==> config.mk <==
export PLATFORM = sky130hd
export DESIGN_NAME = hamming_disp_sched_flat
export DESIGN_NICKNAME = d
export VERILOG_FILES = /design/src/rtl/hamming_disp_sched_if.sv /design/src/rtl/hamming_disp_sched.sv /design/src/flat_wrapper.sv
export SDC_FILE = /design/constraint.sdc
export NUM_CORES = 1
export LEC_CHECK = 0
export CAP_MARGIN = 40
export CORE_ASPECT_RATIO = 0.8
export CORE_MARGIN = 8
export CORE_UTILIZATION = 35
export DETAILED_ROUTE_END_ITERATION = 10
export DONT_BUFFER_PORTS = 1
export HOLD_SLACK_MARGIN = 0.02
export MAX_ROUTING_LAYER = met4
export PLACE_DENSITY_LB_ADDON = 0.1
export RECOVER_POWER = 100
export SYNTH_ARGS = -nofsm -noshare
export SYNTH_HDL_FRONTEND = slang
export SYNTH_SLANG_ARGS = --single-unit
export TNS_END_PERCENT = 50
==> constraint.sdc <==
create_clock -name clk -period 4.6 [get_ports clk]
set_input_delay 0.46 -clock clk [delete_from_list [all_inputs] [get_ports clk]]
set_output_delay 0.46 -clock clk [all_outputs]
set_load 0.05 [all_outputs]
==> src/rtl/hamming_disp_sched_if.sv <==
// Decoder handshake and display bus seen by the Hamming check/display sequencer.
// master = sequencer side, slave = decoder/switch/display side.
interface hamming_disp_sched_if;
  logic [3:0] i_data;
  logic [3:0] i_corr;
  logic [2:0] i_synd;
  logic       i_valid;
  logic       o_req;
  logic [3:0] o_nibble;
  logic [3:0] o_an;
  logic       o_err;
  logic       o_timeout;

  modport master (
    input  i_data, i_corr, i_synd, i_valid,
    output o_req, o_nibble, o_an, o_err, o_timeout
  );

  modport slave (
    output i_data, i_corr, i_synd, i_valid,
    input  o_req, o_nibble, o_an, o_err, o_timeout
  );
endinterface

==> src/rtl/hamming_disp_sched.sv <==
// Periodically requests a Hamming(7,4) decode, snapshots raw/corrected/syndrome,
// and time-multiplexes four result digits onto one seven-segment bus with blanking.
module hamming_disp_sched #(
  parameter int CLK_HZ       = 27_000_000,
  parameter int REFRESH_HZ   = 1000,
  parameter int BLANK_CYCLES = 270,
  parameter int REQ_PERIOD   = 64,
  parameter int TIMEOUT      = 1000
) (
  input  logic                 clk,
  input  logic                 rst_n,
  hamming_disp_sched_if.master bus
);

  localparam int SLOT = CLK_HZ / REFRESH_HZ;
  localparam int SW   = (SLOT > 1) ? $clog2(SLOT) : 1;
  localparam int PW   = (REQ_PERIOD > 1) ? $clog2(REQ_PERIOD) : 1;
  localparam int WW   = (TIMEOUT > 0) ? $clog2(TIMEOUT + 1) : 1;

  localparam logic [SW-1:0] SLOT_LAST   = SW'(SLOT - 1);
  localparam logic [SW-1:0] BLANK_END   = SW'(BLANK_CYCLES);
  localparam logic [PW-1:0] PERIOD_LAST = PW'(REQ_PERIOD - 1);
  localparam logic [WW-1:0] WAIT_LIMIT  = WW'(TIMEOUT);

  typedef enum logic [1:0] {
    ST_IDLE,
    ST_REQ,
    ST_WAIT
  } state_e;

  logic [SW-1:0] slot_cnt_q, slot_cnt_d;
  logic [1:0]    digit_q, digit_d;
  logic [PW-1:0] period_cnt_q, period_cnt_d;
  logic [3:0]    an_q, an_d;
  logic [3:0]    nibble_q, nibble_d;
  logic          slot_wrap;
  logic          slot_active_d;
  logic          period_hit;

  state_e        state_q;
  logic [WW-1:0] wait_cnt_q;
  logic [WW-1:0] wait_inc;
  logic          accept;
  logic [3:0]    snap_data_q;
  logic [3:0]    snap_corr_q;
  logic [2:0]    snap_synd_q;
  logic          req_q;
  logic          err_q;
  logic          timeout_q;

  logic [3:0]    digit_val [4];

  always_comb begin
    digit_val[0] = snap_data_q;
    digit_val[1] = snap_corr_q;
    digit_val[2] = {1'b0, snap_synd_q};
    digit_val[3] = (snap_synd_q != 3'd0) ? 4'hE : 4'h0;
  end

  // Next-state values drive the registered anodes/nibble so they line up with slot_cnt_q.
  always_comb begin
    slot_wrap    = (slot_cnt_q == SLOT_LAST);
    slot_cnt_d   = slot_wrap ? '0 : slot_cnt_q + SW'(1);
    digit_d      = slot_wrap ? digit_q + 2'd1 : digit_q;
    period_cnt_d = period_cnt_q;
    if (slot_wrap) begin
      period_cnt_d = (period_cnt_q == PERIOD_LAST) ? '0 : period_cnt_q + PW'(1);
    end
    period_hit    = slot_wrap && (period_cnt_q == PERIOD_LAST);
    slot_active_d = (slot_cnt_d >= BLANK_END);
    nibble_d      = slot_wrap ? digit_val[digit_d] : nibble_q;
  end

  for (genvar gi = 0; gi < 4; gi++) begin : g_an
    assign an_d[gi] = ~(slot_active_d && (digit_d == 2'(gi)));
  end

  always_ff @(posedge clk) begin
    if (!rst_n) begin
      slot_cnt_q   <= '0;
      digit_q      <= 2'd0;
      period_cnt_q <= '0;
      an_q         <= 4'b1111;
      nibble_q     <= 4'h0;
    end else begin
      slot_cnt_q   <= slot_cnt_d;
      digit_q      <= digit_d;
      period_cnt_q <= period_cnt_d;
      an_q         <= an_d;
      nibble_q     <= nibble_d;
    end
  end

  assign wait_inc = wait_cnt_q + WW'(1);
  assign accept   = (state_q != ST_IDLE) && bus.i_valid;

  // A decoder answer in REQ or WAIT always wins, including on the timeout cycle.
  always_ff @(posedge clk) begin
    if (!rst_n) begin
      state_q     <= ST_IDLE;
      wait_cnt_q  <= '0;
      snap_data_q <= 4'h0;
      snap_corr_q <= 4'h0;
      snap_synd_q <= 3'd0;
      req_q       <= 1'b0;
      err_q       <= 1'b0;
      timeout_q   <= 1'b0;
    end else begin
      unique case (state_q)
        ST_IDLE: begin
          if (period_hit) begin
            snap_data_q <= bus.i_data;
            state_q     <= ST_REQ;
          end
        end
        ST_REQ: begin
          wait_cnt_q <= '0;
          if (bus.i_valid) begin
            state_q <= ST_IDLE;
          end else begin
            req_q   <= 1'b1;
            state_q <= ST_WAIT;
          end
        end
        ST_WAIT: begin
          wait_cnt_q <= wait_inc;
          if (bus.i_valid) begin
            state_q <= ST_IDLE;
          end else if (wait_inc == WAIT_LIMIT) begin
            req_q     <= 1'b0;
            timeout_q <= 1'b1;
            state_q   <= ST_IDLE;
          end
        end
        default: state_q <= ST_IDLE;
      endcase

      if (accept) begin
        snap_corr_q <= bus.i_corr;
        snap_synd_q <= bus.i_synd;
        err_q       <= (bus.i_synd != 3'd0);
        timeout_q   <= 1'b0;
        req_q       <= 1'b0;
      end
    end
  end

  assign bus.o_req     = req_q;
  assign bus.o_nibble  = nibble_q;
  assign bus.o_an      = an_q;
  assign bus.o_err     = err_q;
  assign bus.o_timeout = timeout_q;

endmodule

==> src/flat_wrapper.sv <==
// flat-port wrapper written by rule: the top's interface ports become plain ports
module hamming_disp_sched_flat 
#(
  parameter int CLK_HZ       = 27_000_000,
  parameter int REFRESH_HZ   = 1000,
  parameter int BLANK_CYCLES = 270,
  parameter int REQ_PERIOD   = 64,
  parameter int TIMEOUT      = 1000
)
  (clk, rst_n, bus_i_data, bus_i_corr, bus_i_synd, bus_i_valid, bus_o_req, bus_o_nibble, bus_o_an, bus_o_err, bus_o_timeout);
  hamming_disp_sched_if bus_i ();
  input  logic clk;
  input  logic rst_n;
  input wire logic [$bits(bus_i.i_data)-1:0] bus_i_data;
  input wire logic [$bits(bus_i.i_corr)-1:0] bus_i_corr;
  input wire logic [$bits(bus_i.i_synd)-1:0] bus_i_synd;
  input wire logic [$bits(bus_i.i_valid)-1:0] bus_i_valid;
  output wire logic [$bits(bus_i.o_req)-1:0] bus_o_req;
  output wire logic [$bits(bus_i.o_nibble)-1:0] bus_o_nibble;
  output wire logic [$bits(bus_i.o_an)-1:0] bus_o_an;
  output wire logic [$bits(bus_i.o_err)-1:0] bus_o_err;
  output wire logic [$bits(bus_i.o_timeout)-1:0] bus_o_timeout;
  assign bus_i.i_data = bus_i_data;
  assign bus_i.i_corr = bus_i_corr;
  assign bus_i.i_synd = bus_i_synd;
  assign bus_i.i_valid = bus_i_valid;
  assign bus_o_req = bus_i.o_req;
  assign bus_o_nibble = bus_i.o_nibble;
  assign bus_o_an = bus_i.o_an;
  assign bus_o_err = bus_i.o_err;
  assign bus_o_timeout = bus_i.o_timeout;
  hamming_disp_sched #(.CLK_HZ(CLK_HZ), .REFRESH_HZ(REFRESH_HZ), .BLANK_CYCLES(BLANK_CYCLES), .REQ_PERIOD(REQ_PERIOD), .TIMEOUT(TIMEOUT)) u_core (.clk(clk), .rst_n(rst_n), .bus(bus_i));
endmodule
; ---- Yosys cells after proc, flatten, opt, wreduce, memory -nomap -nowiden
; Index checks and enable logic that the tools add are counted.
[classes]
n_mux = 17
reduce_logical = 17
magnitude_cmp = 2
n_bitwise = 7
n_addsub = 4
n_eq_ne = 13
[ops]
columns = op, count
row1 = case mux 10 bit (2 select lines), 1
row2 = "adder 15 x 1 -> 15 bit, second input constant", 1
row3 = "equality test 15 bit, second input constant", 1
row4 = ">= comparator 15 x 9 -> 1 bit, second input constant", 1
row5 = 2-to-1 mux 15 bit, 1
row6 = 2-to-1 mux 4 bit, 3
row7 = "adder 10 x 1 -> 10 bit, second input constant", 1
row8 = "equality test 10 bit, second input constant", 1
row9 = 2-to-1 mux 2 bit, 5
row10 = binary-select mux 4 bit (select 2 bit), 1
row11 = "adder 6 x 1 -> 6 bit, second input constant", 1
row12 = "equality test 2 bit, second input constant", 3
row13 = "equality test 6 bit, second input constant", 1
row14 = logical AND 1 bit, 6
row15 = 2-to-1 mux 6 bit, 1
row16 = inverter 1 bit, 6
row17 = case mux 2 bit (3 select lines), 1
row18 = nonzero test 3 bit, 2
row19 = "equality test 2 x 1 -> 1 bit, second input constant", 2
row20 = zero test 2 bit, 2
row21 = "!= test 2 x 1 -> 1 bit, second input constant", 2
row22 = "!= test 2 bit, second input constant", 2
row23 = AND reduction 2 bit, 2
row24 = AND reduction 4 bit, 1
row25 = other kinds (9), 12
[word_totals]
output_inout_bits = 11
in_bits = 14
regBits = 57
elab_cells = 73

; ---- Logic depth before layout (Yosys ltp)
[depth]
ltp_word = 6
mapped_depth = 8
mapped_depth_nobuf = 7

; ---- Worst setup path before layout
; No wires, ideal clock.
[synth_path]
path_kind = register to register
from = register u_core.slot_cnt_q[0]
to = register u_core.an_q[3] (netlist: u_core.bus.o_an[3])
stages_incl_launch_ff = 9
period_less_slack_ns = 1.939
n_path_buf = 1
required_ns = 4.457
arrival_ns = 1.796
setup_time_ns = 0.143
path_slack_ns = 2.661
path_cell_list = dfxtp_1 > ha_1 > and3_1 > buf_2 > and4_1 > nand4_1 > a32o_1 > o211ai_1 > nand4_1
[synth_via]
elab_chain_len = 5
elab_cells_between_ends = 8
[synth_lines]
columns = element, line
row1 = from (decl), hamming_disp_sched.sv:31  ; logic [SW-1:0] slot_cnt_q, slot_cnt_d;
row2 = from (signal assigned), hamming_disp_sched.sv:86  ; slot_cnt_q <= slot_cnt_d;
row3 = adder 15 x 1 -> 15 bit / equality test 15 bit (equally long branches), "hamming_disp_sched.sv:63, hamming_disp_sched.sv:62"
row4 = 2-to-1 mux 15 bit / 2-to-1 mux 2 bit (equally long branches), "hamming_disp_sched.sv:63, hamming_disp_sched.sv:64"
row5 = >= comparator 15 x 9 -> 1 bit / equality test 2 bit (equally long branches), "hamming_disp_sched.sv:70, hamming_disp_sched.sv:75"
row6 = logical AND 1 bit (*), hamming_disp_sched.sv:75  ; assign an_d[gi] = ~(slot_active_d && (digit_d == 2'(gi)));
row7 = inverter 1 bit (*), hamming_disp_sched.sv:75
row8 = to (signal assigned), hamming_disp_sched.sv:89  ; an_q <= an_d;
row9 = to (decl), hamming_disp_sched.sv:34  ; logic [3:0] an_q, an_d;
; Every way passes the cells marked *; elsewhere a longest branch is shown, timed or not.
; A chain may end at the register's enable or synchronous reset.

; ---- Worst setup path in the final report
[layout_path]
from = register u_core.slot_cnt_q[0]
to = register u_core.state_q[1]
[layout_via]
elab_chain_len = 4
[layout_lines]
columns = element, line
row1 = equality test 15 bit, hamming_disp_sched.sv:62  ; slot_wrap = (slot_cnt_q == SLOT_LAST);
row2 = logical AND 1 bit, hamming_disp_sched.sv:69  ; period_hit = slot_wrap && (period_cnt_q == PERIOD_LAST);
row3 = != test 2 x 1 -> 1 bit (no line), -
row4 = AND reduction 2 bit (no line), -
row5 = to (signal assigned), hamming_disp_sched.sv:100  ; state_q <= ST_IDLE;
row6 = to (signal assigned), hamming_disp_sched.sv:113  ; state_q <= ST_REQ;
row7 = to (signal assigned), hamming_disp_sched.sv:119  ; state_q <= ST_IDLE;
row8 = to (decl), hamming_disp_sched.sv:40  ; state_e state_q;
; No other way between the ends.

==> results.cfg <==
[critical_path]
cp_num_cells = 7
required_ns = 4.87
crit_path_end_kind = register
worstSetupPathType = register to register
crit_path_start_kind = register
path_cells = ha_1 > and4_1 > nand4_1 > clkbuf_1 > or3_1 > a21oi_1 > mux2i_1
path_buf_inv = 1
critPathMaxFanout = 20
cp.arrival_ns = 2.84
cpPeakStageDelay_ns = 0.51
worstRegToRegCells = 7
slowest_stage = or3_1
cp_top_family = simple AND/OR/NAND/NOR gates

[synthesis]
syn_area_um2 = 2860
synthArstFlopShare_pct = 0
synth_ff_type = dfxtp_1
syn_area_per_cell_um2 = 8.20
synth-seq-cells = 57
synth_top_area_share_pct = 39.9
synth_edf_count = 0
yosys-top-cells-area = dfxtp_1 40%, nor2_1 6.7%, nand2_1 5.8%, a21oi_1 5.1%, xor2_1 3.7%
yosys.cell_count.top_type = dfxtp_1
synth_area_leader_cell = dfxtp_1
yosys.cell_types.count = 55
synth_warnings = 0
ys_seq_area_share_pct = 39.9
synth_cells = 349
synth_nets = 370
synth_common_cells = 57 x dfxtp_1, 51 x nor2_1, 44 x nand2_1

[routing]
viasPerCell = 5.03
first_iter_violations = 37
vias = 2293
firstDrtPassIters = 4
ant_nets = 0
drc = 0
wl_per_cell_um = 13.6
wl_um = 6190

[global_route]
grt_use_total_pct = 12.0
use_met2_pct = 17.7
gr-max-usage-layer = met2
grt.met3_usage_pct = 4.35
grt_max_degree = 28
grt_pass1_vias = 2201
antenna_found_initial = 0
met1_usage_pct = 14.7
grt_pass1_wl_um = 10600
grt-ovfl-total = 0

[sta]
relSlewSlack_pct = 44.1
setup_tns_ns = 0
setup_viol = 0
hold_viol = 0
fin_skew_ns = 0.00717
drv_slew = 0
final.period_utilization_pct = 55.9
rsz0062_at_grt = no
fin_crit_ns = 2.57
worst_slew_pin_slew_ns = 0.838
fmax_mhz = 389

[floorplan]
die-area_um2 = 11300
ios = 25
core_um2 = 7950
rows = 29
fp.dieW_um = 117
die_h_um = 96.9
initial_utilization_pct = 36.0

[final_layout]
fin_nets = 364
syn2layout_area_growth_pct = 7.44
drive_gt1_share_pct = 7.76
n_antenna_cell = 0
fin_area_um2 = 3070
nFillCells = 830

[power_and_ir_drop]
power.leakage_nw = 1.08
pwr_density_cell_nw_per_um2 = 304
irDropWorstVdd_mv = 0.173

[clock_network]
post_cts_resized = 0
htreeDepth = 3
clockBufferDepth = 2
hold_buffers = 0
cts_setup_buffers = 0
clk_latency_ns = 0.33
clk_pin_slew_ns = 0.07
clock-sinks = 57
cts_tree = done
cts_buffers = 9
clockRootBuffer = clkbuf_8

[place]
place_area_um2 = 2920
port_buffers = 0
globalplace.congestion = 0.715
place.detailed.hpwl_um = 4360

[status]
outcome = complete, no violations

[flow_run]
cap_violations = 0

[worst_hold_path]
hold_depth = 1
hold_class = input port to register
-- report_power, final --
part / internal, mW / switching [mW]
Sequential: 0.496 / 0.00330
Clock: 0.223 / 0.196
Combinational: 0.00500 / 0.0107
-- routing by layer --
layer / routed length (um) / share of wire (%) / up-vias
met5: 0 / 0 / -
met4: 65 / 1.1 / 0
met3: 318 / 5.1 / 6
met2: 2720 / 44 / 31
met1: 3080 / 50 / 1056
li1: - / - / 1200
-- sequential cells by signal, summed over array words and instances, names as in the netlist --
name and count:
u_core.bus.o_an 4, u_core.bus.o_err 1, u_core.bus.o_nibble 4, u_core.bus.o_req 1, u_core.bus.o_timeout 1, u_core.digit_q 2
u_core.period_cnt_q 6, u_core.slot_cnt_q 15, u_core.snap_corr_q 4, u_core.snap_data_q 4, u_core.snap_synd_q 3, u_core.state_q 2
u_core.wait_cnt_q 10
-- final cells by class --
class	count	area (um2)	area share (%)
well taps	108	135	4.40
repair buffers	2	11.3	0.366
clock buffers	13	159	5.17
flip-flops and latches	57	1140	37.1
clock inverters	3	15.0	0.489
inverters	10	37.5	1.22
multi-input cells	263	1570	51.2
-- placed cells by master (no fill, tap or decap), types with 2 or more instances in the layout --
master	count
nor2b_1	3
o21ai_0	7
o21a_1	3
clkbuf_8	11
a21oi_1	30
and3_1	3
ha_1	7
nand2b_1	6
xnor2_1	9
nor2_1	51
clkbuf_1	3
dfxtp_1	57
or3_1	5
nor3_1	14
nor3b_1	2
mux2_2	3
and4_1	5
clkinv_2	3
mux2i_1	7
a31oi_1	3
inv_1	10
nand3_1	16
xor2_1	12
nand2_1	44
nand4_1	7
-- final timing paths --
path                                                            to                                from  slack [ns]
worst min-delay path                 u_core.bus.o_an[0]$_SDFF_PN1_                               rst_n        0.21
worst min register to register  u_core.snap_corr_q[3]$_SDFFE_PN0P_  u_core.snap_corr_q[3]$_SDFFE_PN0P_        0.46
worst max-delay path                u_core.state_q[1]$_SDFFE_PN0P_     u_core.slot_cnt_q[0]$_SDFF_PN0_        2.03
worst max register to register      u_core.state_q[1]$_SDFFE_PN0P_     u_core.slot_cnt_q[0]$_SDFF_PN0_        2.03
-- metrics by stage --
| stage | setup WS [ns] | utilization [%] | power (mW) | cells | hold WS (ns) |
|---|---|---|---|---|---|
| 6_report | 2.03 | 38.7 | 0.933 | 456 | 0.207 |
| 3_3_place_gp | 1.83 | 36.5 | 0.526 | 439 | 0.449 |
| 4_1_cts | 2.30 | 38.9 | 0.947 | 456 | 0.199 |
| 3_5_place_dp | 2.31 | 36.7 | 0.526 | 440 | 0.453 |
| 5_1_grt | 1.85 | 38.7 | 0.974 | 456 | 0.200 |
| 2_1_floorplan | 2.66 | - | 0.523 | 349 | 0.437 |
-- logic make-up after synthesis --
family | synth area share, %
AOI/OAI and AO/OA | 13.1
and+or+nand+nor | 29.1
adders and majority gates | 3.06
buffers and inverters | 4.77
muxes | 3.63
xor gates and xnor gates | 6.43
DFF | 39.9
(Power assumes the default switching activity.)
